## config.mk

```make
export PLATFORM = sky130hd
export DESIGN_NAME = mem_arbiter
export DESIGN_NICKNAME = d
export VERILOG_FILES = /design/src/rtl/mem_arbiter.sv
export SDC_FILE = /design/constraint.sdc
export NUM_CORES = 1
export LEC_CHECK = 0
export ABC_AREA = 1
export CELL_PAD_IN_SITES_DETAIL_PLACEMENT = 1
export CELL_PAD_IN_SITES_GLOBAL_PLACEMENT = 1
export CORE_MARGIN = 3
export CORE_UTILIZATION = 31
export CTS_CLUSTER_DIAMETER = 50
export DETAILED_ROUTE_END_ITERATION = 12
export HOLD_SLACK_MARGIN = 0.12
export PLACE_DENSITY_LB_ADDON = 0.08
export SYNTH_ARGS = -nofsm -noshare
export SYNTH_HDL_FRONTEND = slang
export SYNTH_SLANG_ARGS = --single-unit
export TNS_END_PERCENT = 50
```

## constraint.sdc

```tcl
create_clock -name clk -period 2.83 [get_ports clk]
set_input_delay 0.283 -clock clk [delete_from_list [all_inputs] [get_ports clk]]
set_output_delay 0.283 -clock clk [all_outputs]
set_load 0.005 [all_outputs]
```

## src/rtl/mem_arbiter.sv

```systemverilog
// Shares one multi-cycle, single-ported memory between instruction fetch and load/store.
// One access at a time; data wins conflicts, but grants alternate while both keep requesting.
module mem_arbiter #(
  parameter int unsigned ADDR_W  = 16,
  parameter int unsigned DATA_W  = 16,
  parameter int unsigned MEM_LAT = 4
) (
  input  logic              clk,
  input  logic              rst,
  input  logic              if_req,
  input  logic [ADDR_W-1:0] if_addr,
  output logic [DATA_W-1:0] if_data,
  output logic              if_done,
  input  logic              d_req,
  input  logic              d_wr,
  input  logic [ADDR_W-1:0] d_addr,
  input  logic [DATA_W-1:0] d_wdata,
  output logic [DATA_W-1:0] d_rdata,
  output logic              d_done,
  output logic              mem_en,
  output logic              mem_wr,
  output logic [ADDR_W-1:0] mem_addr,
  output logic [DATA_W-1:0] mem_wdata,
  input  logic [DATA_W-1:0] mem_rdata,
  input  logic              mem_valid,
  output logic              busy,
  output logic              err
);

  typedef enum logic [1:0] {StIdle, StIssue, StWait, StDone} state_e;

  localparam int unsigned CntW = $clog2(MEM_LAT + 3);
  localparam logic [CntW-1:0] TimeoutCnt = CntW'(MEM_LAT + 2);

  state_e              r_state;
  logic                r_owner_d;    // 1: current access belongs to the data side
  logic                r_last_d;     // 1: last grant went to the data side
  logic [CntW-1:0]     r_cnt;
  logic                r_mem_en;
  logic                r_mem_wr;
  logic [ADDR_W-1:0]   r_mem_addr;
  logic [DATA_W-1:0]   r_mem_wdata;
  logic [DATA_W-1:0]   r_if_data;
  logic [DATA_W-1:0]   r_d_rdata;
  logic                r_if_done;
  logic                r_d_done;
  logic                r_err;

  logic                w_grant_any;
  logic                w_grant_d;
  logic [CntW-1:0]     w_cnt_nxt;

  assign w_grant_any = if_req | d_req;
  // Data wins unless both are requesting and data had the previous grant.
  assign w_grant_d   = d_req & (~if_req | ~r_last_d);
  assign w_cnt_nxt   = r_cnt + CntW'(1);

  always_ff @(posedge clk or posedge rst) begin
    if (rst) begin
      r_state     <= StIdle;
      r_owner_d   <= 1'b0;
      r_last_d    <= 1'b0;
      r_cnt       <= '0;
      r_mem_en    <= 1'b0;
      r_mem_wr    <= 1'b0;
      r_mem_addr  <= '0;
      r_mem_wdata <= '0;
      r_if_data   <= '0;
      r_d_rdata   <= '0;
      r_if_done   <= 1'b0;
      r_d_done    <= 1'b0;
      r_err       <= 1'b0;
    end else begin
      r_mem_en  <= 1'b0;
      r_mem_wr  <= 1'b0;
      r_if_done <= 1'b0;
      r_d_done  <= 1'b0;
      case (r_state)
        StIdle: begin
          if (w_grant_any) begin
            r_owner_d  <= w_grant_d;
            r_last_d   <= w_grant_d;
            r_mem_en   <= 1'b1;
            r_mem_wr   <= w_grant_d & d_wr;
            r_mem_addr <= w_grant_d ? d_addr : if_addr;
            if (w_grant_d) r_mem_wdata <= d_wdata;
            r_state    <= StIssue;
          end
        end
        StIssue: begin
          if (r_mem_wr) begin
            r_d_done <= 1'b1;
            r_state  <= StDone;
          end else begin
            r_state  <= StWait;
          end
        end
        StWait: begin
          r_cnt <= w_cnt_nxt;
          if (mem_valid || (w_cnt_nxt == TimeoutCnt)) begin
            if (r_owner_d) r_d_rdata <= mem_valid ? mem_rdata : '1;
            else           r_if_data <= mem_valid ? mem_rdata : '1;
            if (!mem_valid) r_err <= 1'b1;
            r_d_done  <= r_owner_d;
            r_if_done <= ~r_owner_d;
            r_state   <= StDone;
          end
        end
        StDone: begin
          r_cnt   <= '0;
          r_state <= StIdle;
        end
        default: r_state <= StIdle;
      endcase
    end
  end

  assign mem_en    = r_mem_en;
  assign mem_wr    = r_mem_wr;
  assign mem_addr  = r_mem_addr;
  assign mem_wdata = r_mem_wdata;
  assign if_data   = r_if_data;
  assign d_rdata   = r_d_rdata;
  assign if_done   = r_if_done;
  assign d_done    = r_d_done;
  assign busy      = (r_state != StIdle);
  assign err       = r_err;

endmodule

```

# Word-level counts from Yosys, hierarchy flattened
# Cells that the tools add are included.
[classes] add_sub_neg=1 muxes=16 bitwise_logic=7 n_reduce_logical=10 n_eq_ne=6
[ops] op="2-to-1 mux 16 bit" count=2
[ops] op="AND reduction 3 bit" count=4
[ops] op="2-to-1 mux 1 bit" count=9
[ops] op="case mux 2 bit (4 select lines)" count=1
[ops] op="case mux 3 bit (2 select lines)" count=1
[ops] op="equality test 2 bit, second input constant" count=2
[ops] op="2-to-1 mux 2 bit" count=2
[ops] op="!= test 2 bit, second input constant" count=2
[ops] op="AND reduction 2 bit" count=2
[ops] op="nonzero test 2 bit" count=2
[ops] op="adder 3 x 1 -> 3 bit, second input constant" count=1
[ops] op="equality test 3 bit, second input constant" count=1
[ops] op="inverter 1 bit" count=3
[ops] op="AND 1 bit" count=2
[ops] op="equality test 2 x 1 -> 1 bit, second input constant" count=1
[ops] op="zero test 2 bit" count=1
[ops] op="bitwise OR 1 bit" count=2
[ops] op="case mux 1 bit (2 select lines)" count=1
[ops] op="logical OR 1 bit" count=1
[totals] input_bits=70 elab_cells=52 reg_bits=75 out_inout_bits=70

# Logic depth before layout (Yosys ltp)
# Gate-level depths: netlist of run 1.
[logic_depth] ltp_word=6 ltp_mapped=9 ltp_nobuf=8

# Worst setup path after synthesis of run 1
# OpenSTA, ideal clock, no wires.
[synth_path] kind="register to register" start="reg r_state[0]" end="reg r_mem_addr[10] (netlist: mem_addr[10])" path_slack_ns=1.444 setup_time_ns=0.082 synth_period_minus_slack_ns=1.386 stages_incl_launch_ff=9 n_path_buf=2 t_arrival_ns=1.304 required_ns=2.748 path_cell_list="dfrtp_1 -> inv_1 -> ha_1 -> buf_6 -> inv_4 -> nor2_4 -> buf_6 -> nor2_1 -> a31oi_1"
[synth_between] elab_chain_cells=2
[synth_lines] item="from (decl)" line_no="35" text="state_e r_state;"
[synth_lines] item="from (signal assigned)" line_no="60" text="r_state <= StIdle;"
[synth_lines] item="from (signal assigned)" line_no="87" text="r_state <= StIssue;"
[synth_lines] item="from (signal assigned)" line_no="93" text="r_state <= StDone;"
[synth_lines] item="zero test 2 bit" line_no="78" text="case (r_state)"
[synth_lines] item="AND reduction 2 bit (no source line)"
[synth_lines] item="to (signal assigned)" line_no="85" text="r_mem_addr <= w_grant_d ? d_addr : if_addr;"
[synth_lines] item="to (decl)" line_no="41" text="logic [ADDR_W-1:0] r_mem_addr;"
# No other way between the ends.
# A chain may end at the register's enable or synchronous reset.

# Worst setup path after layout of run 1
[layout_path] start="reg r_state[0]" end="out busy"
[layout_between] elab_chain_cells=1
[layout_lines] item="nonzero test 2 bit" line_no="126" text="assign busy = (r_state != StIdle);"
[layout_lines] item="to (decl)" line_no="26" text="output logic busy,"
# No other way between the ends.

==> impl_metrics.json, run 1 <==
{
  "tightestPinTransition_ns": 0.719,
  "regArea_um2": 1880,
  "setup_tns_ns": 0,
  "first_iter_violations": 156,
  "fmax_mhz": 455,
  "grt_max_degree": 76,
  "clock-sinks": 75,
  "syn_nets": 454,
  "syn_area_um2": 3450,
  "yosys_warnings": 0,
  "gr-total-overflow": 0,
  "grt_pass1_wl_mm": 16.6,
  "die_y_um": 111,
  "ir_drop_mv": 0.318,
  "hold_ws_ns": 0.323,
  "rsz0062_at_grt": "false",
  "cp_slowest_cell": "clkdlybuf4s50_1",
  "dp_hpwl_mm": 7.08,
  "core_area_um2": 10600,
  "leakagePower_nw": 2.34,
  "cts_tree": "yes",
  "drive_gt1_frac": 0.0992,
  "port_buffers": 139,
  "wl_mm": 10.0,
  "yosys_register_bits": 75,
  "clock_latency_ns": 0.35,
  "final_hold_viol_count": 0,
  "syn_avg_cell_area_um2": 9.13,
  "max_slew_margin": 0.520,
  "powerDensity_nw_per_um2": 1020,
  "multiInputGateArea_um2": 1330,
  "synth_cell_types": 27,
  "cts_buffer_depth": 2,
  "slew_violations": 0,
  "cts_setup_buffers": 0,
  "viasPerCell": 4.70,
  "hold_class": "primary input to asynchronous set/reset pin",
  "antennaDiodeCount": 0,
  "fin_worst_skew_ns": 0.00946,
  "min_period_over_period": 0.777,
  "num-fill-cells": 1245,
  "clk_root_buffer_cell": "clkbuf_8",
  "final_cell_mix": "nand2_1, clkdlybuf4s50_1, dfrtp_1",
  "antenna_found_initial": 0,
  "ant_nets": 0,
  "cp.arrival_ns": 1.92,
  "rrSetupSlack_ns": 0.86,
  "fin_crit_ns": 2.20,
  "dieArea_um2": 12400,
  "cts_resized": 0,
  "grt_pass1_vias": 3208,
  "setup_slack_ns": 0.632,
  "worstPathMaxFanout": 19,
  "r2r_end": "mem_addr[11]",
  "synthCells": 378,
  "fp-row-count": 37,
  "final_core_util": 0.483,
  "drc": 0,
  "cpPeakStageDelay_ns": 0.56,
  "post_drt_wl_per_cell_um": 15.4,
  "grt.total_usage": 0.163,
  "die_w_um": 111,
  "yosysSeqAreaShare": 0.544,
  "start_kind": "flop",
  "cp_cell_sequence": "inv_1, ha_1, buf_4, inv_4, clkdlybuf4s50_1",
  "holdBufCountCts": 0,
  "required_ns": 2.55,
  "nets": 585,
  "via_count": 3055,
  "path_clk_slew_ns": 0.08,
  "crit_type": "flop to output port",
  "gp_congestion": 0.714,
  "h-tree-depth": 3,
  "layout_commonest_cell": "nand2_1",
  "io-pin-count": 140,
  "r2r_start": "r_state[0]",
  "start_util": 0.327,
  "setup_violations": 0,
  "drv_cap": 0,
  "areaGrowthSynthToFinish_pct": 47.9,
  "cts_buffers": 9,
  "status": "finished, final reports clean",
  "cp-end-kind": "output port",
  "firstDrtPassIters": 4,
  "pre_cts_ws_ns": 0.863,
  "r2r_cells": 7
}
## area by class of cell
class,count,area share
Sequential cell,75,0.368
Tap cell,136,0.0334
Clock buffer,12,0.0304
Multi-Input combinational cell,265,0.261
Timing Repair Buffer,143,0.281
Inverter,15,0.0123
Clock inverter,4,0.0142
## registers in the layout, indices dropped and copies added (netlist names), 2 cells and up
register   cells
r_cnt          3
d_rdata       16
r_state        2
if_data       16
mem_addr      16
mem_wdata     16
## worst max-delay path: cells and delay by family (launching register included)
| family | cells | cell delay, ns |
|---|---|---|
| buffers and inverters | 4 | 0.97 |
| DFF | 1 | 0.40 |
| adders and majority gates | 1 | 0.20 |
## cell families (layout without fill, tap and decap cells)
kind of cell               Yosys count  in the layout  synth area share
and+or+nand+nor                    236            236             0.321
DFF                                 75             75             0.544
buffers and inverters               38            174            0.0704
AOI/OAI and AO/OA                   23             23            0.0424
adders and majority gates            6              6            0.0218
## worst max path at each step
| stage | from | to | slack [ns] | cells after the start |
|---|---|---|---|---|
| after floorplan | rst | d_done | 0.64 | 1 |
| after global placement | r_state[0] | mem_addr[12] | 0.96 | 6 |
| after detailed placement | r_state[0] | mem_addr[11] | 0.86 | 7 |
| after CTS | r_state[1] | busy | 0.60 | 5 |
| after global routing | r_state[1] | busy | 0.51 | 5 |
| final | r_state[0] | busy | 0.63 | 5 |
## report_power, final
part / switching, W / internal (W) / total (W)
Sequential: 0.000291 / 0.00158 / 0.00187
Combinational: 0.00113 / 0.00127 / 0.00240
Clock: 0.000413 / 0.000544 / 0.000957
Total: 0.00184 / 0.00339 / 0.00523
## Yosys cell counts (all sizes together)
cell	n	area, µm²
buf	21	174
or2	17	106
a21oi	1	8.76
o22ai	2	12.5
o21ai	2	10.0
clkbuf	2	7.51
ha	6	75.1
o211ai	1	7.51
nand4	32	200
inv	15	61.3
dfrtp	75	1880
nand2	145	572
a31oi	16	100
o21bai	1	7.51
nand3	22	148
nor2	20	82.6
## stage by stage
| stage | cell area, µm² | instances | total power, W |
|---|---|---|---|
| 6_report | 5100 | 650 | 0.00523 |
| 5_1_grt | 5100 | 650 | 0.00566 |
| 4_1_cts | 5100 | 650 | 0.00531 |
| 3_5_place_dp | 4870 | 634 | 0.00434 |
| 3_3_place_gp | 4870 | 634 | 0.00427 |
| 2_1_floorplan | 3450 | 378 | 0.00305 |
## routing by layer
metal,global-route usage,wire length [µm],up-vias
li1,-,-,1507
met1,0.214,4540,1435
met2,0.253,4460,100
met3,0.0587,850,13
met4,0.0543,148,0
met5,0,0,-
Note: power is estimated with default switching activity, not from simulation.
==> run 2: changes to the inputs <==
==> constraint.sdc (replaced) <==
create_clock -name clk -period 2.2 [get_ports clk]
set_input_delay 0.22 -clock clk [delete_from_list [all_inputs] [get_ports clk]]
set_output_delay 0.22 -clock clk [all_outputs]
set_load 0.005 [all_outputs]
==> impl_metrics.json, run 2 (same netlist as run 1, synthesis figures left out) <==
{
  "r2r_cells": 7,
  "cp-end-kind": "output port",
  "core_area_um2": 10600,
  "wl_mm": 10.0,
  "p_clk_frac": 0.175,
  "post_drt_wl_per_cell_um": 15.3,
  "areaGrowthSynthToFinish_pct": 48.6,
  "cts_tree": "yes",
  "power.internal_w": 0.00435,
  "dp_hpwl_mm": 7.38,
  "drc": 0,
  "cts_buffers": 9,
  "fin_crit_ns": 1.95,
  "fin_cells": 653,
  "die_w_um": 111,
  "cts_setup_buffers": 0,
  "grt.total_usage": 0.163,
  "rrSetupSlack_ns": 0.42,
  "final_cell_mix": "nand2_1, clkdlybuf4s50_1, dfrtp_1",
  "first_iter_violations": 112,
  "fmax_mhz": 512,
  "crit_path_end": "busy",
  "firstDrtPassIters": 4,
  "h-tree-depth": 3,
  "viasPerCell": 4.68,
  "status": "finished, final reports clean",
  "holdBufCountCts": 0,
  "drive_gt1_frac": 0.104,
  "grt_pass1_wl_mm": 16.8,
  "cp-startpoint": "r_state[0]",
  "port_buffers": 139,
  "r2r_end": "d_rdata[7]",
  "clock_latency_ns": 0.34,
  "crit_type": "flop to output port",
  "ir_drop_mv": 0.375,
  "nets": 588,
  "fp-row-count": 37,
  "path_clk_slew_ns": 0.09,
  "max_slew_margin": 0.719,
  "tightestPinTransition_ns": 0.421,
  "via_count": 3059,
  "antennaDiodeCount": 0,
  "fin_worst_skew_ns": 0.0108,
  "antenna_found_initial": 0,
  "rsz0062_at_grt": "false",
  "netSwitchingPower_w": 0.00238,
  "setup_violations": 0,
  "gr-total-overflow": 0,
  "cts_buffer_depth": 2,
  "gp_congestion": 0.767,
  "hold_class": "primary input to asynchronous set/reset pin",
  "layout_commonest_cell": "nand2_1",
  "worstPathMaxFanout": 4,
  "cts_resized": 0,
  "dp_cells": 637,
  "final_hold_viol_count": 0,
  "leakagePower_nw": 2.36,
  "drv_cap": 0,
  "ant_nets": 0,
  "min_period_over_period": 0.887,
  "start_util": 0.327,
  "clock-sinks": 75,
  "combPwrFrac": 0.465,
  "grt_pass1_vias": 3291,
  "setup_tns_ns": 0,
  "start_kind": "flop",
  "powerDensity_nw_per_um2": 1310,
  "swShare": 0.354,
  "dieArea_um2": 12400,
  "die_y_um": 111,
  "r2r_start": "r_cnt[0]",
  "cp.arrival_ns": 1.73,
  "slew_violations": 0,
  "clk_root_buffer_cell": "clkbuf_8",
  "io-pin-count": 140,
  "grt_max_degree": 41,
  "seq_power_share": 0.360,
  "required_ns": 1.98
}
run 2: cell count changes in the layout (fill, tap and decap cells not counted), sizes merged:
cell	before	now
clkinv	2	4
buf	4	7
clkbuf	12	10
run 2: worst max-delay path, stage by stage, from the launching register on:
cell and delay, ns:
dfrtp_1 0.41, inv_1 0.11, ha_1 0.26, inv_4 0.09, clkdlybuf4s50_1 0.53
run 2: worst min path at each step:
stage                   from       endpoint  slack, ns
6_report                 rst     d_rdata[3]       0.18
5_1_grt                  rst     if_data[3]       0.21
4_1_cts                  rst     d_rdata[6]       0.17
3_5_place_dp    mem_wdata[7]   mem_wdata[7]       0.46
3_3_place_gp   mem_wdata[11]  mem_wdata[11]       0.45
2_1_floorplan           d_wr         mem_wr       0.33
run 2: per-layer routing:
metal  global-route usage  wire length, µm
met3               0.0560              828
met4               0.0487              134
met1                0.210             4470
met5                    0                0
met2                0.261             4570
run 2: stage by stage:
stage / power (W) / hold WS, ns / setup slack [ns] / utilization / instance area, µm²
after global placement: 0.00554 / 0.454 / 0.463 / 0.465 / 4910
after floorplan: 0.00392 / 0.326 / 0.0700 / - / 3450
after detailed placement: 0.00563 / 0.462 / 0.403 / 0.465 / 4910
final: 0.00673 / 0.179 / 0.248 / 0.486 / 5130
after global routing: 0.00730 / 0.212 / 0.156 / 0.486 / 5130
after CTS: 0.00684 / 0.174 / 0.208 / 0.486 / 5130
run 2: area by class of cell:
cell class | instances | area (µm²)
Fill cell | 1235 | 5430
Inverter | 15 | 62.6
Clock buffer | 10 | 128
Tap cell | 136 | 170
Sequential cell | 75 | 1880
Multi-Input combinational cell | 265 | 1330
Timing Repair Buffer | 146 | 1470
Clock inverter | 6 | 90.1
run 2: power by group through the flow:
stage          Clock [W]  Sequential (W)  Combinational [W]
3_5_place_dp           0         0.00245            0.00319
4_1_cts          0.00121         0.00244            0.00320
3_3_place_gp           0         0.00243            0.00311
5_1_grt          0.00128         0.00251            0.00352
6_report         0.00117         0.00242            0.00313
2_1_floorplan          0         0.00244            0.00149
==> run 3: changes to the inputs <==
--- a/config.mk
+++ b/config.mk
@@ -12,8 +12,8 @@
 export CORE_UTILIZATION = 31
 export CTS_CLUSTER_DIAMETER = 50
 export DETAILED_ROUTE_END_ITERATION = 12
-export HOLD_SLACK_MARGIN = 0.12
-export PLACE_DENSITY_LB_ADDON = 0.08
+export HOLD_SLACK_MARGIN = 0.03
+export PLACE_DENSITY = 0.82
 export SYNTH_ARGS = -nofsm -noshare
 export SYNTH_HDL_FRONTEND = slang
 export SYNTH_SLANG_ARGS = --single-unit
==> impl_metrics.json, run 3 (same netlist as run 1, synthesis figures left out) <==
{
  "dieArea_um2": 12400,
  "die_y_um": 111,
  "start_util": 0.327,
  "h-tree-depth": 3,
  "rrSetupSlack_ns": 0.40,
  "drc": 0,
  "clock-sinks": 75,
  "final_cell_mix": "nand2_1, clkdlybuf4s50_1, dfrtp_1",
  "leakagePower_nw": 2.32,
  "drive_gt1_frac": 0.103,
  "worstPathMaxFanout": 4,
  "layout_commonest_cell": "nand2_1",
  "hold_class": "primary input to asynchronous set/reset pin",
  "path_depth": 4,
  "cp_cell_sequence": "inv_1, ha_1, inv_4, clkdlybuf4s50_1",
  "antenna_found_initial": 0,
  "cp-end-kind": "output port",
  "fin_crit_ns": 1.94,
  "core_area_um2": 10600,
  "antennaDiodeCount": 0,
  "clk_root_buffer_cell": "clkbuf_8",
  "clock_latency_ns": 0.35,
  "areaGrowthSynthToFinish_pct": 46.6,
  "path_clk_slew_ns": 0.08,
  "required_ns": 1.98,
  "grt_pass1_vias": 3281,
  "gr-total-overflow": 0,
  "firstDrtPassIters": 4,
  "wl_mm": 10.2,
  "holdBufCountCts": 0,
  "cp.buffers_inverters": 3,
  "fin_worst_skew_ns": 0.0132,
  "crit_family": "buffers and inverters",
  "ir_drop_mv": 0.503,
  "port_buffers": 139,
  "cp_slowest_cell": "clkdlybuf4s50_1",
  "final_hold_viol_count": 0,
  "via_count": 3149,
  "regArea_um2": 1880,
  "drv_cap": 0,
  "r2r_end": "mem_addr[10]",
  "setup_tns_ns": 0,
  "grt.total_usage": 0.167,
  "min_period_over_period": 0.880,
  "powerDensity_nw_per_um2": 1280,
  "cts_resized": 0,
  "cts_buffer_depth": 2,
  "grt_max_degree": 35,
  "post_drt_wl_per_cell_um": 15.6,
  "num-fill-cells": 1258,
  "fp-row-count": 37,
  "gp_congestion": 0.820,
  "rsz0062_at_grt": "false",
  "cp.arrival_ns": 1.72,
  "finalPower_w": 0.00647,
  "setup_slack_ns": 0.264,
  "ant_nets": 0,
  "fmax_mhz": 517,
  "setup_violations": 0,
  "cts_setup_buffers": 0,
  "cts_tree": "yes",
  "cts_buffers": 9,
  "multiInputGateArea_um2": 1330,
  "r2r_cells": 6,
  "first_iter_violations": 140,
  "r2r_start": "r_state[0]",
  "hold_ws_ns": 0.233,
  "dp_hpwl_mm": 7.61,
  "viasPerCell": 4.83,
  "status": "finished, final reports clean",
  "grt_pass1_wl_mm": 17.0,
  "pre_cts_ws_ns": 0.413,
  "crit_path_end": "busy",
  "final_core_util": 0.479,
  "slew_violations": 0,
  "max_slew_margin": 0.503,
  "cp-startpoint": "r_state[0]",
  "die_w_um": 111,
  "start_kind": "flop",
  "nets": 587,
  "tightestPinTransition_ns": 0.744,
  "cpPeakStageDelay_ns": 0.52,
  "io-pin-count": 140,
  "crit_type": "flop to output port"
}
run 3: cell type report:
| class | count | share of cell area |
|---|---|---|
| clock buffer | 10 | 0.0252 |
| sequential | 75 | 0.371 |
| multi-input combinational | 265 | 0.263 |
| clock inverter | 6 | 0.00841 |
| timing repair buffer | 145 | 0.286 |
| inverter | 15 | 0.0124 |
| tap | 136 | 0.0336 |
run 3: how the worst min path moves through the flow:
stage          cells past startpoint           end  slack [ns]    startpoint
2_1_floorplan                      2        mem_wr        0.33          d_wr
3_3_place_gp                       2  mem_wdata[0]        0.45  mem_wdata[0]
3_5_place_dp                       2   if_data[13]        0.46   if_data[13]
4_1_cts                            2    d_rdata[0]        0.25           rst
5_1_grt                            2  mem_addr[14]        0.28           rst
6_report                           2    d_rdata[0]        0.23           rst
run 3: stage by stage:
step | std cells | cell area [µm²]
2_1_floorplan | 378 | 3450
3_3_place_gp | 636 | 4890
3_5_place_dp | 636 | 4890
4_1_cts | 652 | 5060
5_1_grt | 652 | 5060
6_report | 652 | 5060
run 3: layer usage:
layer  part of all wire  GRT usage  up-vias
met3              0.064     0.0418       17
li1                   -          -     1508
met5                  0          0        -
met1               0.45      0.220     1512
met2               0.47      0.272      112
met4              0.015     0.0511        0
run 3: worst reg2reg max path, stage by stage (launching register included):
cell and delay (ns):
dfrtp_1 0.42, inv_1 0.13, ha_1 0.24, inv_4 0.07, nor2_4 0.59, nor2_1 0.09, a31oi_1 0.18
run 3: power by group:
group	internal [W]	switching, W	total, W
clock network	0.000409	0.000514	0.000923
registers	0.00203	0.000413	0.00245
logic	0.00164	0.00146	0.00310
total	0.00408	0.00239	0.00647
